### config.mk
export PLATFORM = sky130hd
export DESIGN_NAME = mem_port_arbiter
export DESIGN_NICKNAME = d
export VERILOG_FILES = /design/src/rtl/mem_port_arbiter_pkg.sv /design/src/rtl/mem_timeout_ctr.sv /design/src/rtl/mem_port_arbiter.sv
export SDC_FILE = /design/constraint.sdc
export NUM_CORES = 1
export LEC_CHECK = 0
export BUFFER_PORTS_ARGS = -buffer_cell sky130_fd_sc_hd__buf_2
export CORE_ASPECT_RATIO = 1.5
export CORE_MARGIN = 2
export CORE_UTILIZATION = 49
export DETAILED_ROUTE_END_ITERATION = 16
export GPL_TIMING_DRIVEN = 1
export PLACE_DENSITY = 0.95
export SYNTH_ARGS = -nofsm -noshare
export SYNTH_HDL_FRONTEND = slang
export SYNTH_SLANG_ARGS = --single-unit
### constraint.sdc
create_clock -name clk -period 3 [get_ports clk]
set_input_delay 0.15 -clock clk [delete_from_list [all_inputs] [get_ports clk]]
set_output_delay 0.15 -clock clk [all_outputs]
set_load 0.02 [all_outputs]
### src/rtl/mem_port_arbiter_pkg.sv
// Shared definitions for the fetch/data memory port arbiter: state encodings,
// default timeout, byte-enable patterns and the captured request payload.
package mem_port_arbiter_pkg;

    typedef enum logic [1:0] {
        ST_IDLE   = 2'd0,
        ST_BUSY_I = 2'd1,
        ST_BUSY_D = 2'd2
    } arb_state_e;

    localparam int unsigned DEF_TIMEOUT = 15;
    localparam int unsigned CNT_W       = 8;
    localparam int unsigned DW          = 32;
    localparam int unsigned BEW         = 4;

    localparam logic [BEW-1:0] BE_WORD    = 4'hF;
    localparam logic [BEW-1:0] BE_HALF_LO = 4'h3;
    localparam logic [BEW-1:0] BE_HALF_HI = 4'hC;

    typedef struct packed {
        logic           we;
        logic [BEW-1:0] be;
        logic [DW-1:0]  wdata;
    } mem_wr_t;

    // Word accesses need a word-aligned address, halfword accesses an even one.
    function automatic logic d_misaligned(input logic [1:0] lsb, input logic [BEW-1:0] be);
        logic mis;
        mis = 1'b0;
        if (be == BE_WORD) begin
            mis = (lsb != 2'b00);
        end else if ((be == BE_HALF_LO) || (be == BE_HALF_HI)) begin
            mis = lsb[0];
        end
        return mis;
    endfunction

endpackage

### src/rtl/mem_timeout_ctr.sv
// Counts BUSY cycles; expired is high on the LIMIT-th consecutive enabled cycle.
module mem_timeout_ctr
    import mem_port_arbiter_pkg::*;
#(
    parameter int unsigned LIMIT = DEF_TIMEOUT
) (
    input  logic clk,
    input  logic rst,
    input  logic clear,
    input  logic enable,
    output logic expired
);

    logic [CNT_W-1:0] cnt;

    always_ff @(posedge clk) begin
        if (rst || clear) begin
            cnt <= '0;
        end else if (enable && (cnt != '1)) begin
            cnt <= cnt + CNT_W'(1);
        end
    end

    assign expired = enable && (cnt == CNT_W'(LIMIT - 1));

endmodule

### src/rtl/mem_port_arbiter.sv
// Arbitrates instruction fetch and data accesses onto a single memory port,
// one transaction outstanding, with alternating priority and a BUSY timeout.
module mem_port_arbiter
    import mem_port_arbiter_pkg::*;
#(
    parameter int unsigned TIMEOUT = DEF_TIMEOUT,
    parameter int unsigned AW      = 32
) (
    input  logic           clk,
    input  logic           rst,
    input  logic           if_req,
    input  logic [AW-1:0]  if_addr,
    output logic           if_gnt,
    output logic           if_rvalid,
    output logic [DW-1:0]  if_rdata,
    output logic           if_err,
    input  logic           d_req,
    input  logic           d_we,
    input  logic [AW-1:0]  d_addr,
    input  logic [DW-1:0]  d_wdata,
    input  logic [BEW-1:0] d_be,
    output logic           d_gnt,
    output logic           d_rvalid,
    output logic [DW-1:0]  d_rdata,
    output logic           d_err,
    output logic           m_req,
    output logic           m_we,
    output logic [AW-1:0]  m_addr,
    output logic [DW-1:0]  m_wdata,
    output logic [BEW-1:0] m_be,
    input  logic           m_ack,
    input  logic [DW-1:0]  m_rdata,
    output logic           stall
);

    arb_state_e state;
    logic       last_d;
    logic       if_elig, d_elig, pick_d;
    logic       if_mis, d_mis;
    logic       busy, expired, done;
    mem_wr_t    d_cmd, i_cmd;

    // A source is not re-eligible while its own response is on the bus.
    assign if_elig = if_req & ~if_rvalid;
    assign d_elig  = d_req & ~d_rvalid;
    assign pick_d  = d_elig & (~if_elig | ~last_d);
    assign if_mis  = (if_addr[1:0] != 2'b00);
    assign d_mis   = d_misaligned(d_addr[1:0], d_be);
    assign busy    = (state != ST_IDLE);
    assign done    = m_ack | expired;
    assign stall   = busy | if_elig | d_req;

    assign d_cmd = '{we: d_we, be: d_be, wdata: d_wdata};
    assign i_cmd = '{we: 1'b0, be: BE_WORD, wdata: '0};

    mem_timeout_ctr #(.LIMIT(TIMEOUT)) u_timeout (
        .clk     (clk),
        .rst     (rst),
        .clear   (~busy),
        .enable  (busy),
        .expired (expired)
    );

    always_ff @(posedge clk) begin
        if (rst) begin
            state     <= ST_IDLE;
            last_d    <= 1'b0;
            if_gnt    <= 1'b0;
            if_rvalid <= 1'b0;
            if_err    <= 1'b0;
            if_rdata  <= '0;
            d_gnt     <= 1'b0;
            d_rvalid  <= 1'b0;
            d_err     <= 1'b0;
            d_rdata   <= '0;
            m_req     <= 1'b0;
            m_we      <= 1'b0;
            m_addr    <= '0;
            m_wdata   <= '0;
            m_be      <= '0;
        end else begin
            if_gnt    <= 1'b0;
            d_gnt     <= 1'b0;
            if_rvalid <= 1'b0;
            d_rvalid  <= 1'b0;
            if_err    <= 1'b0;
            d_err     <= 1'b0;
            case (state)
                ST_IDLE: begin
                    if (pick_d) begin
                        last_d <= 1'b1;
                        if (d_mis) begin
                            d_rvalid <= 1'b1;
                            d_err    <= 1'b1;
                            d_rdata  <= '0;
                        end else begin
                            state   <= ST_BUSY_D;
                            d_gnt   <= 1'b1;
                            m_req   <= 1'b1;
                            m_addr  <= d_addr;
                            m_we    <= d_cmd.we;
                            m_be    <= d_cmd.be;
                            m_wdata <= d_cmd.wdata;
                        end
                    end else if (if_elig) begin
                        last_d <= 1'b0;
                        if (if_mis) begin
                            if_rvalid <= 1'b1;
                            if_err    <= 1'b1;
                            if_rdata  <= '0;
                        end else begin
                            state   <= ST_BUSY_I;
                            if_gnt  <= 1'b1;
                            m_req   <= 1'b1;
                            m_addr  <= if_addr;
                            m_we    <= i_cmd.we;
                            m_be    <= i_cmd.be;
                            m_wdata <= i_cmd.wdata;
                        end
                    end
                end
                ST_BUSY_I: begin
                    if (done) begin
                        state     <= ST_IDLE;
                        m_req     <= 1'b0;
                        if_rvalid <= 1'b1;
                        if_err    <= ~m_ack;
                        if_rdata  <= m_ack ? m_rdata : '0;
                    end
                end
                ST_BUSY_D: begin
                    if (done) begin
                        state    <= ST_IDLE;
                        m_req    <= 1'b0;
                        d_rvalid <= 1'b1;
                        d_err    <= ~m_ack;
                        d_rdata  <= m_ack ? m_rdata : '0;
                    end
                end
                default: begin
                    state <= ST_IDLE;
                    m_req <= 1'b0;
                end
            endcase
        end
    end

endmodule

Word level (Yosys, flattened, before mapping)
Index checks and enable logic that the tools add are counted.
{"block": "word_totals", "register_bits": 151, "latchBits": 0, "mem_bits_rw": 0, "romBits": 0, "in_bits": 138, "elab_cells": 125, "memories": 0}
{"block": "classes", "n_addsub": 1, "mul": 0, "div_mod_pow": 0, "n_lt_le_gt_ge": 0, "n_eq_ne": 20, "n_shift": 0, "mux": 54, "n_bitwise": 15, "n_reduce_logical": 19}
{"operator": "$mux W32", "n": 15}
{"operator": "$pmux W32 S2", "n": 2}
{"operator": "$mux W1", "n": 22}
{"operator": "$ne A2 B2 Y1 const B", "n": 9}
{"operator": "$mux W4", "n": 4}
{"operator": "$reduce_and A4 Y1", "n": 3}
{"operator": "$reduce_bool A2 Y1", "n": 6}
{"operator": "$mux W2", "n": 5}
{"operator": "$pmux W1 S2", "n": 5}
{"operator": "$ne A3 B3 Y1 const B", "n": 3}
{"operator": "$add A8 B1 Y8 const B", "n": 1}
{"operator": "$eq A4 B4 Y1 const B", "n": 2}
{"operator": "$eq A8 B4 Y1 const B", "n": 1}
{"operator": "$ne A8 B8 Y1 const B", "n": 1}
{"operator": "$not A1 Y1", "n": 8}
{"operator": "$reduce_and A5 Y1", "n": 1}
{"operator": "$eq A4 B2 Y1 const B", "n": 1}
{"operator": "$or A1 B1 Y1", "n": 4}
{"operator": "$pmux W2 S2", "n": 1}
{"operator": "$reduce_or A4 Y1", "n": 1}
{"operator": "$and A1 B1 Y1", "n": 3}
{"operator": "$reduce_or A3 Y1", "n": 1}
{"operator": "$eq A2 B1 Y1 const B", "n": 1}
{"operator": "$eq A2 B2 Y1 const B", "n": 1}
{"operator": "other kinds (6)", "n": 8}

Logic depth before layout (Yosys ltp)
Gate-level depths: netlist of run 1.
{"block": "logic_depth", "word_depth": 7, "ltp_mapped": 8, "mapped_depth_nobuf": 7}

Hierarchy
A second synthesis of run 1 with hierarchy kept.
{"block": "hier_totals", "cells_unflattened": 480, "hier_area_um2": 5507.8}
{"mod": "mem_port_arbiter", "n_inst": 1, "cells_each": 426, "area_each_um2": 5028.6, "seq_area_each_um2": 2862.7}
{"mod": "mem_timeout_ctr", "n_inst": 1, "cells_each": 54, "area_each_um2": 479.2, "seq_area_each_um2": 160.2}

Least setup slack after synthesis of run 1
Ideal clock, no wire load.
{"block": "synth_timing", "path_kind": "register -> register", "from": "reg if_rvalid", "to": "reg m_wdata[10]", "arrival_ps": 1729, "required_time_ps": 2883, "path_slack_ps": 1155, "stages_incl_launch_ff": 8, "path_cell_list": "dfxtp_1 -> and3b_1 -> a211o_1 -> o21ai_2 -> a21oi_1 -> buf_2 -> buf_4 -> a22o_1"}
{"block": "synth_between", "elab_chain_cells": 7, "word_cells_on_any_way": 10, "classes_between": "eq/ne (2); mux (1); bitwise (5); reduce/logical (2)"}
{"element": "start: declaration", "line": "mem_port_arbiter.sv:14", "rtl": "output logic if_rvalid,"}
{"element": "start signal: assignment", "line": "mem_port_arbiter.sv:69", "rtl": "if_rvalid <= 1'b0;"}
{"element": "start signal: assignment", "line": "mem_port_arbiter.sv:84", "rtl": "if_rvalid <= 1'b0;"}
{"element": "start signal: assignment", "line": "mem_port_arbiter.sv:108", "rtl": "if_rvalid <= 1'b1;"}
{"element": "$not A1 Y1 *", "line": "mem_port_arbiter.sv:44", "rtl": "assign if_elig = if_req & ~if_rvalid;"}
{"element": "$and A1 B1 Y1 *", "line": "mem_port_arbiter.sv:44"}
{"element": "$not A1 Y1 (no line)"}
{"element": "$or A1 B1 Y1", "line": "mem_port_arbiter.sv:46", "rtl": "assign pick_d = d_elig & (~if_elig | ~last_d);"}
{"element": "$and A1 B1 Y1", "line": "mem_port_arbiter.sv:46"}
{"element": "$ne A2 B2 Y1 (no line) / $reduce_bool A2 Y1 (equally long branches)"}
{"element": "$reduce_and A4 Y1 (no line)"}
{"element": "end signal: assignment", "line": "mem_port_arbiter.sv:103", "rtl": "m_wdata <= d_cmd.wdata;"}
{"element": "end signal: assignment", "line": "mem_port_arbiter.sv:118", "rtl": "m_wdata <= i_cmd.wdata;"}
{"element": "end: declaration", "line": "mem_port_arbiter.sv:29", "rtl": "output logic [DW-1:0] m_wdata,"}
Every way passes the cells marked *; elsewhere a longest branch is shown, timed or not.
A chain may end at the register's enable or synchronous reset.

Worst setup path in the final report of run 1
{"block": "layout_timing", "from": "reg state[1]", "to": "reg d_rdata[10]"}
{"block": "layout_between", "elab_chain_cells": 5, "word_cells_on_any_way": 11, "classes_between": "eq/ne (4); mux (1); bitwise (1); reduce/logical (5)"}
{"element": "start: declaration", "line": "mem_port_arbiter.sv:36", "rtl": "arb_state_e state;"}
{"element": "start signal: assignment", "line": "mem_port_arbiter.sv:66", "rtl": "state <= ST_IDLE;"}
{"element": "start signal: assignment", "line": "mem_port_arbiter.sv:97", "rtl": "state <= ST_BUSY_D;"}
{"element": "start signal: assignment", "line": "mem_port_arbiter.sv:112", "rtl": "state <= ST_BUSY_I;"}
{"element": "$reduce_bool A2 Y1", "line": "mem_port_arbiter.sv:49", "rtl": "assign busy = (state != ST_IDLE);"}
{"element": "$logic_and A1 B1 Y1", "line": "mem_timeout_ctr.sv:24", "rtl": "assign expired = enable && (cnt == CNT_W'(LIMIT - 1));"}
{"element": "$or A1 B1 Y1", "line": "mem_port_arbiter.sv:50", "rtl": "assign done = m_ack | expired;"}
{"element": "$ne A2 B2 Y1 (no line)"}
{"element": "$reduce_and A4 Y1 (no line)"}
{"element": "end signal: assignment", "line": "mem_port_arbiter.sv:137", "rtl": "d_rdata <= m_ack ? m_rdata : '0;"}
{"element": "end: declaration", "line": "mem_port_arbiter.sv:24", "rtl": "output logic [DW-1:0] d_rdata,"}
Several ways; a longest one is shown, not always the timed one.

==> flow_summary.yaml, run 1 <==
status:
  status: "completed"
detailed_routing:
  drtPass1Iterations: 4
  postRouteAntennaNets: 0
  detailed_route_wl_mm: 18.6
  drc: 0
  route.detailed.wl_per_inst_um: 19.1
  drtIter0Drc: 303
  routed-via-count: 5405
  viasPerCell: 5.56
power:
  internal_power_mw: 3.74
  power.combinational.fraction: 0.184
  leakage_power_figure_nw: 3.99
  p_sw_mw: 1.56
  vdd.ir_drop.worst_mv: 0.397
  seq_power_share: 0.420
  power.share.clock: 0.396
  p_sw_frac: 0.295
  post_route_total_power_mw: 5.30
  power.density_cell_area_nw_per_um2: 640
yosys:
  syn_inst: 461
  ys_seq_area_frac: 0.558
  avgSynthCellArea_um2: 11.8
  synth_seq_cells: 151
  netlist_area_um2: 5420
  synth.top_cell.area_share: 0.558
  yosys_most_used_dff: "sky130_fd_sc_hd__dfxtp_1"
  synth.yosys.warnings: 0
  synth.area.top_cells: "sky130_fd_sc_hd__dfxtp_1 56%, sky130_fd_sc_hd__a22o_1 16%, sky130_fd_sc_hd__mux2i_1 5.7%, sky130_fd_sc_hd__o2bb2ai_1 5.0%, sky130_fd_sc_hd__buf_2 1.6%"
  post_synth_edffs: 0
  yosys.cell_types.count: 50
  synth_fp_nets: 604
  synth.largest_area_cell: "sky130_fd_sc_hd__dfxtp_1"
  async_flop_share: 0
floorplan:
  die_h_um: 133
  placementRows: 47
  core_area_um2: 10900
  die-area_um2: 11900
  floorplan.initialDensity: 0.498
  die-width_um: 89.9
  top_level_ports: 279
place:
  port_buffers: 278
  dpl_worst_slack_ns: 0.629
  routabilityCongestion: 0.855
  placement.cell_area_um2: 6900
  hpwlAfterDp_mm: 11.0
clocking:
  cts_post_setup_buffers_inserted: 0
  cts_buffer_depth: 2
  tritoncts_num_sinks: 151
  library_cell_used_as_clock_root_buffer: "sky130_fd_sc_hd__clkbuf_16"
  cts-buffers-inserted: 17
  post_cts_resize_count: 0
  clock_insertion_delay_worst_skew_ns: 0.41
  cts_tree: "done"
  ctsHtreeMaxLevel: 4
  clkTransAtPathRegs_ns: 0.07
timing:
  slew_at_the_pin_closest_to_its_max_slew_limit_ns: 0.777
  hold_slack_ns: 0.0108
  fin_tns_setup_ns: 0
  grt_setup_unrepaired: "no"
  setup_viol: 0
  slew-limit-headroom: 0.481
  fin_crit_sh: 0.838
  skew_ns: 0.0152
  final_critical_path_setup_slack_ns: 0.485
  final-hold-violation-count: 0
  fmax_mhz: 398
  report.final.slew_viol_count: 0
  min_period_ns: 2.51
setup_path:
  first_element_of_the_critical_path: "state[1]$_SDFFE_PP0P_"
  critical-path-top-delay-family: "compound AO/OA/AOI/OAI gates"
  cp-start-kind: "flip-flop"
  worst-path-buf-inv: 2
  worstPathMaxFanout: 32
  crit_required_ns: 3.33
  critical-path-slowest-cell: "sky130_fd_sc_hd__ha_1"
  critical_path.cell_chain: "inv_1 -> ha_1 -> and4b_1 -> a21oi_4 -> a21oi_1 -> a211oi_4 -> buf_4 -> a22o_1"
  setup.worst_path.class: "reg2reg"
  reg2reg_from: "state[1]$_SDFFE_PP0P_"
  worst-endpoint-arrival_ns: 2.85
  timing.critical_path.slowest_cell_delay_ns: 0.49
  end_kind: "flip-flop"
hold_path:
  hold_start: "if_addr[10]"
  min-delay-path-class: "in2reg"
grt:
  grt_first_pass_wirelength_mm: 28.8
  first_global_vias: 5490
  largest_net_degree_at_the_start_of_global_routing: 51
  gr-total-overflow: 0
  grt_antenna_before_repair: 1
  grt_use_total: 0.304
finish:
  fin_nets: 954
  layout-drive-gt1-share: 0.399
  layout-area-overhead-vs-synth_pct: 52.8
  n_fill_cell: 661
  finish.instance_area_um2: 8280
run:
  drv.max_cap_violation_count: 0
[timing repair]
item                       in CTS  in global routing
hold buffers                   79                  0
hold endpoints to repair      101                  0
setup endpoints to repair       0                  0
[per-layer routing]
metal	GRT usage	up-vias	wire, um
li1	-	2461	-
met3	0.0735	66	1340
met1	0.317	2551	6740
met2	0.564	327	9750
met5	0	-	0
met4	0.156	0	750
[kinds of logic (layout without fill, tap and decap cells)]
group                    count (synthesis)  after routing  share of synthesized area
AND/OR/NAND/NOR                         65             65                     0.0709
flip-flops                             151            151                      0.558
XOR/XNOR                                 6              6                    0.00970
adder cells (fa/ha/maj)                  5              5                     0.0115
AO/OA/AOI/OAI                          162            162                      0.255
multiplexers                            31             31                     0.0573
other                                    0              1                          0
buffers and inverters                   41            404                     0.0381
[final timing paths]
kind                            cells after the start                        to  slack, ns
worst max-delay path                                8  d_rdata[10]$_SDFFE_PP0P_       0.49
worst min-delay path                                3   m_addr[10]$_SDFFE_PP0P_       0.01
worst max register to register                      8  d_rdata[10]$_SDFFE_PP0P_       0.49
worst min register to register                      2       last_d$_SDFFE_PP0P_       0.46
[registers in the layout (all words and copies together) (netlist names), 2 cells and up]
| signal | count |
|---|---|
| d_rdata | 32 |
| if_rdata | 32 |
| m_addr | 32 |
| m_wdata | 32 |
| u_timeout.cnt | 8 |
| m_be | 4 |
| state | 2 |
[cell usage after synthesis (2+ instances only)]
cell type / count
sky130_fd_sc_hd__a21oi_1: 10
sky130_fd_sc_hd__a211oi_1: 5
sky130_fd_sc_hd__clkbuf_1: 7
sky130_fd_sc_hd__nand3_1: 5
sky130_fd_sc_hd__and4b_1: 2
sky130_fd_sc_hd__nor2_4: 2
sky130_fd_sc_hd__ha_1: 5
sky130_fd_sc_hd__nor2b_1: 5
sky130_fd_sc_hd__a21o_1: 2
sky130_fd_sc_hd__and3_1: 3
sky130_fd_sc_hd__xnor2_1: 2
sky130_fd_sc_hd__nor2_1: 16
sky130_fd_sc_hd__xor2_1: 4
sky130_fd_sc_hd__o22ai_1: 2
sky130_fd_sc_hd__nand2b_1: 6
sky130_fd_sc_hd__o2bb2ai_1: 31
sky130_fd_sc_hd__dfxtp_1: 151
sky130_fd_sc_hd__buf_2: 17
sky130_fd_sc_hd__mux2i_1: 31
sky130_fd_sc_hd__a22o_1: 99
sky130_fd_sc_hd__nand2_1: 11
sky130_fd_sc_hd__buf_4: 8
sky130_fd_sc_hd__nand3b_1: 3
sky130_fd_sc_hd__inv_1: 8
[metrics by stage]
| stage | instances | util |
|---|---|---|
| finish | 972 | 0.761 |
| global route | 972 | 0.761 |
| CTS | 971 | 0.761 |
| detailed placement | 860 | 0.634 |
| global placement | 860 | 0.634 |
| floorplan | 461 | - |
[cells in the final DEF (no fill, tap or decap), drive strengths merged, types with 2 or more instances in the layout]
master / instances
a211oi: 6
a21o: 2
a21oi: 11
a22o: 99
a2bb2oi: 2
and3: 3
and4b: 2
buf: 285
clkbuf: 17
clkinv: 4
dfxtp: 151
dlygate4sd3: 79
ha: 5
inv: 17
mux2i: 31
nand2: 11
nand2b: 6
nand3: 5
nand3b: 3
nand4: 2
nor2: 18
nor2b: 5
nor3b: 2
o21ai: 3
o22ai: 2
o2bb2ai: 31
xnor2: 2
xor2: 4
[area by class of cell]
class                           instances  area (um2)  area share
Antenna cell                            1        2.50    0.000302
Clock buffer                           17         425      0.0514
Clock inverter                         15         159      0.0192
Inverter                                8        30.0     0.00363
Multi-Input combinational cell        269        2210       0.267
Sequential cell                       151        3020       0.365
Tap cell                              147         184      0.0222
Timing Repair Buffer                  364        2250       0.271
[power by group through the flow]
stage / sequential, mW / combinational (mW) / clock [mW]
5_1_grt: 2.24 / 1.03 / 2.20
6_report: 2.23 / 0.976 / 2.10
2_1_floorplan: 2.42 / 0.379 / 0
3_3_place_gp: 2.26 / 0.846 / 0
4_1_cts: 2.22 / 0.954 / 2.12
3_5_place_dp: 2.26 / 0.865 / 0
[worst register-to-register path: stages, from the launching register on]
cell,delay [ns]
sky130_fd_sc_hd__dfxtp_1,0.32
sky130_fd_sc_hd__inv_1,0.10
sky130_fd_sc_hd__ha_1,0.50
sky130_fd_sc_hd__and4b_1,0.30
sky130_fd_sc_hd__a21oi_4,0.23
sky130_fd_sc_hd__a21oi_1,0.14
sky130_fd_sc_hd__a211oi_4,0.23
sky130_fd_sc_hd__buf_4,0.36
sky130_fd_sc_hd__a22o_1,0.27
No activity file was read; power rests on OpenSTA's default activity.
==> run 2: changes to the inputs <==
- ABC_AREA: unset -> 1
- CORE_UTILIZATION: 49 -> 50
- PLACE_DENSITY: 0.95 -> 0.92
- clock period: 3 -> 2.4 ns (I/O delays scaled with it)
==> flow_summary.yaml, run 2 <==
status:
  status: "completed"
floorplan:
  die_h_um: 152
  die-area_um2: 15700
  core_area_um2: 14500
  floorplan.initialDensity: 0.507
  top_level_ports: 279
  die-width_um: 103
  placementRows: 54
setup_path:
  end_kind: "flip-flop"
  critical-path-slowest-cell: "sky130_fd_sc_hd__dfxtp_1"
  first_element_of_the_critical_path: "state[0]$_SDFFE_PP0P_"
  r2r_slack_ns: 0.42
  reg2reg_to: "if_rdata[22]$_SDFFE_PP0P_"
  timing.critical_path.slowest_cell_delay_ns: 0.36
  worst-path-buf-inv: 3
  worst-endpoint-arrival_ns: 2.29
  ff2ff_path_depth: 13
  critical-path-top-delay-family: "simple AND/OR/NAND/NOR gates"
  worstPathMaxFanout: 32
  critical_path_depth: 13
  reg2reg_from: "state[0]$_SDFFE_PP0P_"
  setup.worst_path.class: "reg2reg"
  cp-start-kind: "flip-flop"
  crit_required_ns: 2.70
  critical_path.cell_chain: "inv_1 -> ha_1 -> clkinv_4 -> nand2_2 -> nor2_2 -> nand2_2 -> nand2_4 -> nand2_4 -> o21ai_4 -> buf_4 -> nand3_1 -> nand2_1 -> nor2_2"
power:
  power.share.clock: 0.242
  p_sw_frac: 0.425
  power.combinational.fraction: 0.428
  p_sw_mw: 4.45
  leakage_power_figure_nw: 4.64
  power.density_cell_area_nw_per_um2: 1080
  vdd.ir_drop.worst_mv: 0.533
  seq_power_share: 0.330
  internal_power_mw: 6.02
yosys:
  yosys-top-cells-count: "267 x sky130_fd_sc_hd__nand2_1, 151 x sky130_fd_sc_hd__dfxtp_1, 139 x sky130_fd_sc_hd__nand3_1, 84 x sky130_fd_sc_hd__nor2_1, 83 x sky130_fd_sc_hd__a21oi_1"
  synth.yosys.warnings: 0
  synth_seq_cells: 151
  syn_inst: 1032
  yosys.cell_types.count: 32
  yosys_most_used_dff: "sky130_fd_sc_hd__dfxtp_1"
  synth.top_cell.area_share: 0.412
  synth.area.top_cells: "sky130_fd_sc_hd__dfxtp_1 41%, sky130_fd_sc_hd__nand2_1 14%, sky130_fd_sc_hd__nand3_1 9.5%, sky130_fd_sc_hd__a21oi_1 5.7%, sky130_fd_sc_hd__nor2_4 4.9%"
  async_flop_share: 0
  avgSynthCellArea_um2: 7.11
  post_synth_edffs: 0
  synth_fp_nets: 1175
  ys_seq_area_frac: 0.412
  synth.most_common_cell: "sky130_fd_sc_hd__nand2_1"
  synth.largest_area_cell: "sky130_fd_sc_hd__dfxtp_1"
  netlist_area_um2: 7340
place:
  hpwlAfterDp_mm: 14.8
  routabilityCongestion: 0.854
  port_buffers: 278
clocking:
  clkTransAtPathRegs_ns: 0.07
  ctsHtreeMaxLevel: 4
  tritoncts_num_sinks: 151
  cts_tree: "done"
  cts-buffers-inserted: 17
  cts_buffer_depth: 2
  clock_insertion_delay_worst_skew_ns: 0.42
  library_cell_used_as_clock_root_buffer: "sky130_fd_sc_hd__clkbuf_16"
  cts_post_setup_buffers_inserted: 0
  post_cts_resize_count: 0
finish:
  antenna_cells_inserted: 0
  layout.cells.most_common: "sky130_fd_sc_hd__buf_2"
  layout-area-overhead-vs-synth_pct: 31.8
  layout-drive-gt1-share: 0.318
  layout.cells.most_common_list: "278 x sky130_fd_sc_hd__buf_2, 267 x sky130_fd_sc_hd__nand2_1, 151 x sky130_fd_sc_hd__dfxtp_1"
  fin_nets: 1448
grt:
  grt_use_total: 0.288
  grt_antenna_before_repair: 0
  gr-total-overflow: 0
  grt_first_pass_wirelength_mm: 36.4
  largest_net_degree_at_the_start_of_global_routing: 76
  first_global_vias: 7767
timing:
  hold_slack_ns: 0.0414
  slew-limit-headroom: 0.452
  min_period_ns: 1.98
  fin_crit_sh: 0.827
  grt_setup_unrepaired: "no"
  report.final.slew_viol_count: 0
  slew_at_the_pin_closest_to_its_max_slew_limit_ns: 0.822
  fmax_mhz: 504
  setup_viol: 0
  fin_tns_setup_ns: 0
  skew_ns: 0.0104
  final-hold-violation-count: 0
hold_path:
  hold_start: "d_addr[30]"
  cells_on_worst_hold_path: 5
  min-delay-path-class: "in2reg"
  worst_hold_path.endpoint: "m_addr[30]$_SDFFE_PP0P_"
detailed_routing:
  drc: 0
  viasPerCell: 5.32
  met3_wirelength_mm: 1.50
  routed-via-count: 8050
  detailed_route_wl_mm: 22.5
  route.detailed.wl_per_inst_um: 14.8
  drtIter0Drc: 456
  met1_length_mm: 8.20
  highest-signal-layer: "met4"
  drtPass1Iterations: 5
  dr_wl_met2_mm: 11.6
  postRouteAntennaNets: 0
run:
  drv.max_cap_violation_count: 0
## run 2: cell families after synthesis
| group | synth area share |
|---|---|
| compound gates | 0.0933 |
| buf+inv | 0.0860 |
| flops | 0.412 |
| simple gates | 0.395 |
| fa+ha+maj | 0.00853 |
| xor+xnor | 0.00478 |
## run 2: worst reg2reg max path: stages (launching register included)
cell and delay (ns):
sky130_fd_sc_hd__dfxtp_1 0.36, sky130_fd_sc_hd__inv_1 0.08, sky130_fd_sc_hd__ha_1 0.25, sky130_fd_sc_hd__clkinv_4 0.10, sky130_fd_sc_hd__nand2_2 0.05, sky130_fd_sc_hd__nor2_2 0.08
sky130_fd_sc_hd__nand2_2 0.09, sky130_fd_sc_hd__nand2_4 0.09, sky130_fd_sc_hd__nand2_4 0.06, sky130_fd_sc_hd__o21ai_4 0.07, sky130_fd_sc_hd__buf_4 0.34, sky130_fd_sc_hd__nand3_1 0.14
sky130_fd_sc_hd__nand2_1 0.13, sky130_fd_sc_hd__nor2_2 0.06
## run 2: power groups by stage
| stage | sequential [mW] | combinational [mW] | clock, mW |
|---|---|---|---|
| global route | 3.50 | 4.91 | 2.70 |
| floorplan | 4.09 | 2.68 | 0 |
| detailed placement | 3.49 | 4.40 | 0 |
| global placement | 3.48 | 4.29 | 0 |
| finish | 3.45 | 4.49 | 2.53 |
| CTS | 3.45 | 4.47 | 2.58 |
## run 2: worst max path at each step
stage,endpoint
floorplan,if_rdata[10]$_SDFFE_PP0P_
global placement,if_rdata[9]$_SDFFE_PP0P_
detailed placement,if_rdata[27]$_SDFFE_PP0P_
CTS,if_rdata[22]$_SDFFE_PP0P_
global route,d_rdata[31]$_SDFFE_PP0P_
finish,if_rdata[22]$_SDFFE_PP0P_
## run 2: per-stage QoR
stage                     setup slack [ns]  total power [mW]  instances  utilization  instance area [um2]
final                                0.416              10.5       1514        0.669                 9670
after global routing                 0.275              11.1       1514        0.669                 9670
after CTS                            0.453              10.5       1514        0.669                 9670
after floorplan                      0.588              6.77       1032            -                 7340
after detailed placement             0.499              7.89       1449        0.607                 8780
after global placement               0.568              7.77       1449        0.607                 8780
## run 2: area by class of cell
type / count / area, um2
Sequential cell: 151 / 3020
Clock inverter: 13 / 111
Timing Repair Buffer: 334 / 1930
Multi-Input combinational cell: 743 / 3680
Fill cell: 1216 / 4790
Tap cell: 196 / 245
Clock buffer: 19 / 453
Inverter: 58 / 223
## run 2: layer usage
layer,vias to the layer above,track usage
met2,393,0.498
met1,3655,0.307
met4,0,0.167
met5,-,0
met3,108,0.0720
li1,3894,-
## run 2: what timing repair did
action / 4_1_cts / 5_1_grt
hold buffers: 33 / 0
endpoints found under the setup margin: 0 / 0
hold endpoints to repair: 33 / 0
==> run 3: changes to the inputs <==
- clock period: 2.4 -> 1.85 ns (I/O delays scaled with it)
==> flow_summary.yaml, run 3 (synthesized netlist as in run 2, its figures left out) <==
finish:
  antenna_cells_inserted: 0
  n_fill_cell: 1150
  ff_latch_area_um2: 3030
  finish.instance_area_um2: 9990
  multi_input_area_um2: 3720
  final_cell_count_no_fill: 1531
  fin_nets: 1465
  layout-area-overhead-vs-synth_pct: 36.2
  layout-drive-gt1-share: 0.333
  layout.cells.most_common: "sky130_fd_sc_hd__buf_2"
  layout.cells.most_common_list: "278 x sky130_fd_sc_hd__buf_2, 267 x sky130_fd_sc_hd__nand2_1, 149 x sky130_fd_sc_hd__dfxtp_1"
clocking:
  cts_buffer_depth: 2
  library_cell_used_as_clock_root_buffer: "sky130_fd_sc_hd__clkbuf_16"
  clkTransAtPathRegs_ns: 0.06
  clock_insertion_delay_worst_skew_ns: 0.42
  cts-buffers-inserted: 17
  tritoncts_num_sinks: 151
  cts_tree: "done"
  ctsHtreeMaxLevel: 4
power:
  leakage_power_figure_nw: 4.79
  post_route_total_power_mw: 14.1
  power.density_cell_area_nw_per_um2: 1410
  vdd.ir_drop.worst_mv: 0.866
detailed_routing:
  drc: 0
  postRouteAntennaNets: 0
  viasPerCell: 5.33
  detailed_route_wl_mm: 23.1
  route.detailed.wl_per_inst_um: 15.1
  routed-via-count: 8163
  drtIter0Drc: 554
  drtPass1Iterations: 6
setup_path:
  end_kind: "flip-flop"
  r2r_slack_ns: 0.03
  worst-endpoint-arrival_ns: 2.17
  worstPathMaxFanout: 6
  reg2reg_to: "if_rdata[18]$_SDFFE_PP0P_"
  cp-start-kind: "flip-flop"
  reg2reg_from: "state[0]$_SDFFE_PP0P_"
  crit_required_ns: 2.20
  ff2ff_path_depth: 13
  setup.worst_path.class: "reg2reg"
place:
  dp.cells: 1456
  port_buffers: 278
  placement.cell_area_um2: 8940
  hpwlAfterDp_mm: 15.2
  routabilityCongestion: 0.854
timing:
  fmax_mhz: 549
  min_period_ns: 1.82
  skew_ns: 0.0149
  setup_viol: 0
  fin_crit_sh: 0.984
  slew_at_the_pin_closest_to_its_max_slew_limit_ns: 0.444
  final-hold-violation-count: 0
  report.final.slew_viol_count: 0
  slew-limit-headroom: 0.704
floorplan:
  die-area_um2: 15700
  core_area_um2: 14500
  die-width_um: 103
  placementRows: 54
  die_h_um: 152
  top_level_ports: 279
  floorplan.initialDensity: 0.507
grt:
  grt_first_pass_wirelength_mm: 36.9
  largest_net_degree_at_the_start_of_global_routing: 44
  grt_antenna_before_repair: 0
  grt_use_total: 0.291
  gr-total-overflow: 0
  first_global_vias: 7943
hold_path:
  min-delay-path-class: "in2reg"
  cells_on_worst_hold_path: 5
  hold_start: "d_addr[9]"
  worst_hold_path.endpoint: "m_addr[9]$_SDFFE_PP0P_"
run:
  drv.max_cap_violation_count: 0
status:
  status: "completed"
## run 3: worst max path at each step
stage / end / cells past startpoint / from / slack [ns]
2_1_floorplan: if_rdata[10]$_SDFFE_PP0P_ / 15 / state[0]$_SDFFE_PP0P_ / 0.04
3_3_place_gp: u_timeout.cnt[7]$_SDFFE_PP0P_ / 9 / u_timeout.cnt[1]$_SDFFE_PP0P_ / 0.05
3_5_place_dp: if_rdata[24]$_SDFFE_PP0P_ / 13 / state[0]$_SDFFE_PP0P_ / -0.04
4_1_cts: if_rdata[18]$_SDFFE_PP0P_ / 13 / state[0]$_SDFFE_PP0P_ / 0.03
5_1_grt: if_rdata[16]$_SDFFE_PP0P_ / 13 / state[1]$_SDFFE_PP0P_ / -0.03
6_report: if_rdata[18]$_SDFFE_PP0P_ / 13 / state[0]$_SDFFE_PP0P_ / 0.03
## run 3: power breakdown
group	internal, mW	leakage (nW)	switching, mW	total (mW)
clock	1.79	0.261	1.46	3.25
combinational	2.42	3.29	3.94	6.35
sequential	3.96	1.23	0.549	4.51
total	8.17	4.79	5.94	14.1
## run 3: per-stage QoR
stage                     setup WS [ns]   util  hold WS [ns]  TNS (ns)
final                            0.0294  0.691        0.0106         0
after global routing            -0.0291  0.691        0.0239    -0.317
after CTS                        0.0262  0.684       0.00148         0
after detailed placement        -0.0385  0.618         0.377    -0.948
after global placement           0.0459  0.618         0.369         0
after floorplan                  0.0383      -         0.261         0
## run 3: layout make-up
type                    instances  share of cell area
inverters                      58              0.0225
clock buffers                  19              0.0443
well taps                     196              0.0245
flip-flops and latches        151               0.303
repair buffers                351               0.222
clock inverters                13              0.0114
multi-input cells             743               0.372
## run 3: repair_timing
action | 4_1_cts | 5_1_grt
gates resized for setup | 5 | 12
buffers inserted | 0 | 7
endpoints found under the hold margin | 37 | 0
cloned | 1 | 1
endpoints found under the setup margin | 68 | 62
pin swaps | 0 | 3
hold buffers | 34 | 0
## run 3: worst max-delay path, stage by stage (launching register included)
cell	delay, ns
sky130_fd_sc_hd__dfxtp_2	0.35
sky130_fd_sc_hd__inv_2	0.06
sky130_fd_sc_hd__ha_4	0.19
sky130_fd_sc_hd__inv_8	0.07
sky130_fd_sc_hd__nand2_2	0.05
sky130_fd_sc_hd__nor2_2	0.08
sky130_fd_sc_hd__nand2_2	0.11
sky130_fd_sc_hd__nand2_4	0.11
sky130_fd_sc_hd__nand2_4	0.06
sky130_fd_sc_hd__o21ai_4	0.08
sky130_fd_sc_hd__and2_4	0.29
sky130_fd_sc_hd__buf_6	0.20
sky130_fd_sc_hd__nor2_4	0.05
sky130_fd_sc_hd__nor2_2	0.07
## run 3: layer usage
layer / wire length, um / up-vias / global-route usage
li1: - / 3930 / -
met1: 8270 / 3669 / 0.306
met2: 11800 / 458 / 0.502
met3: 1840 / 106 / 0.0674
met4: 1250 / 0 / 0.192
met5: 0 / - / 0
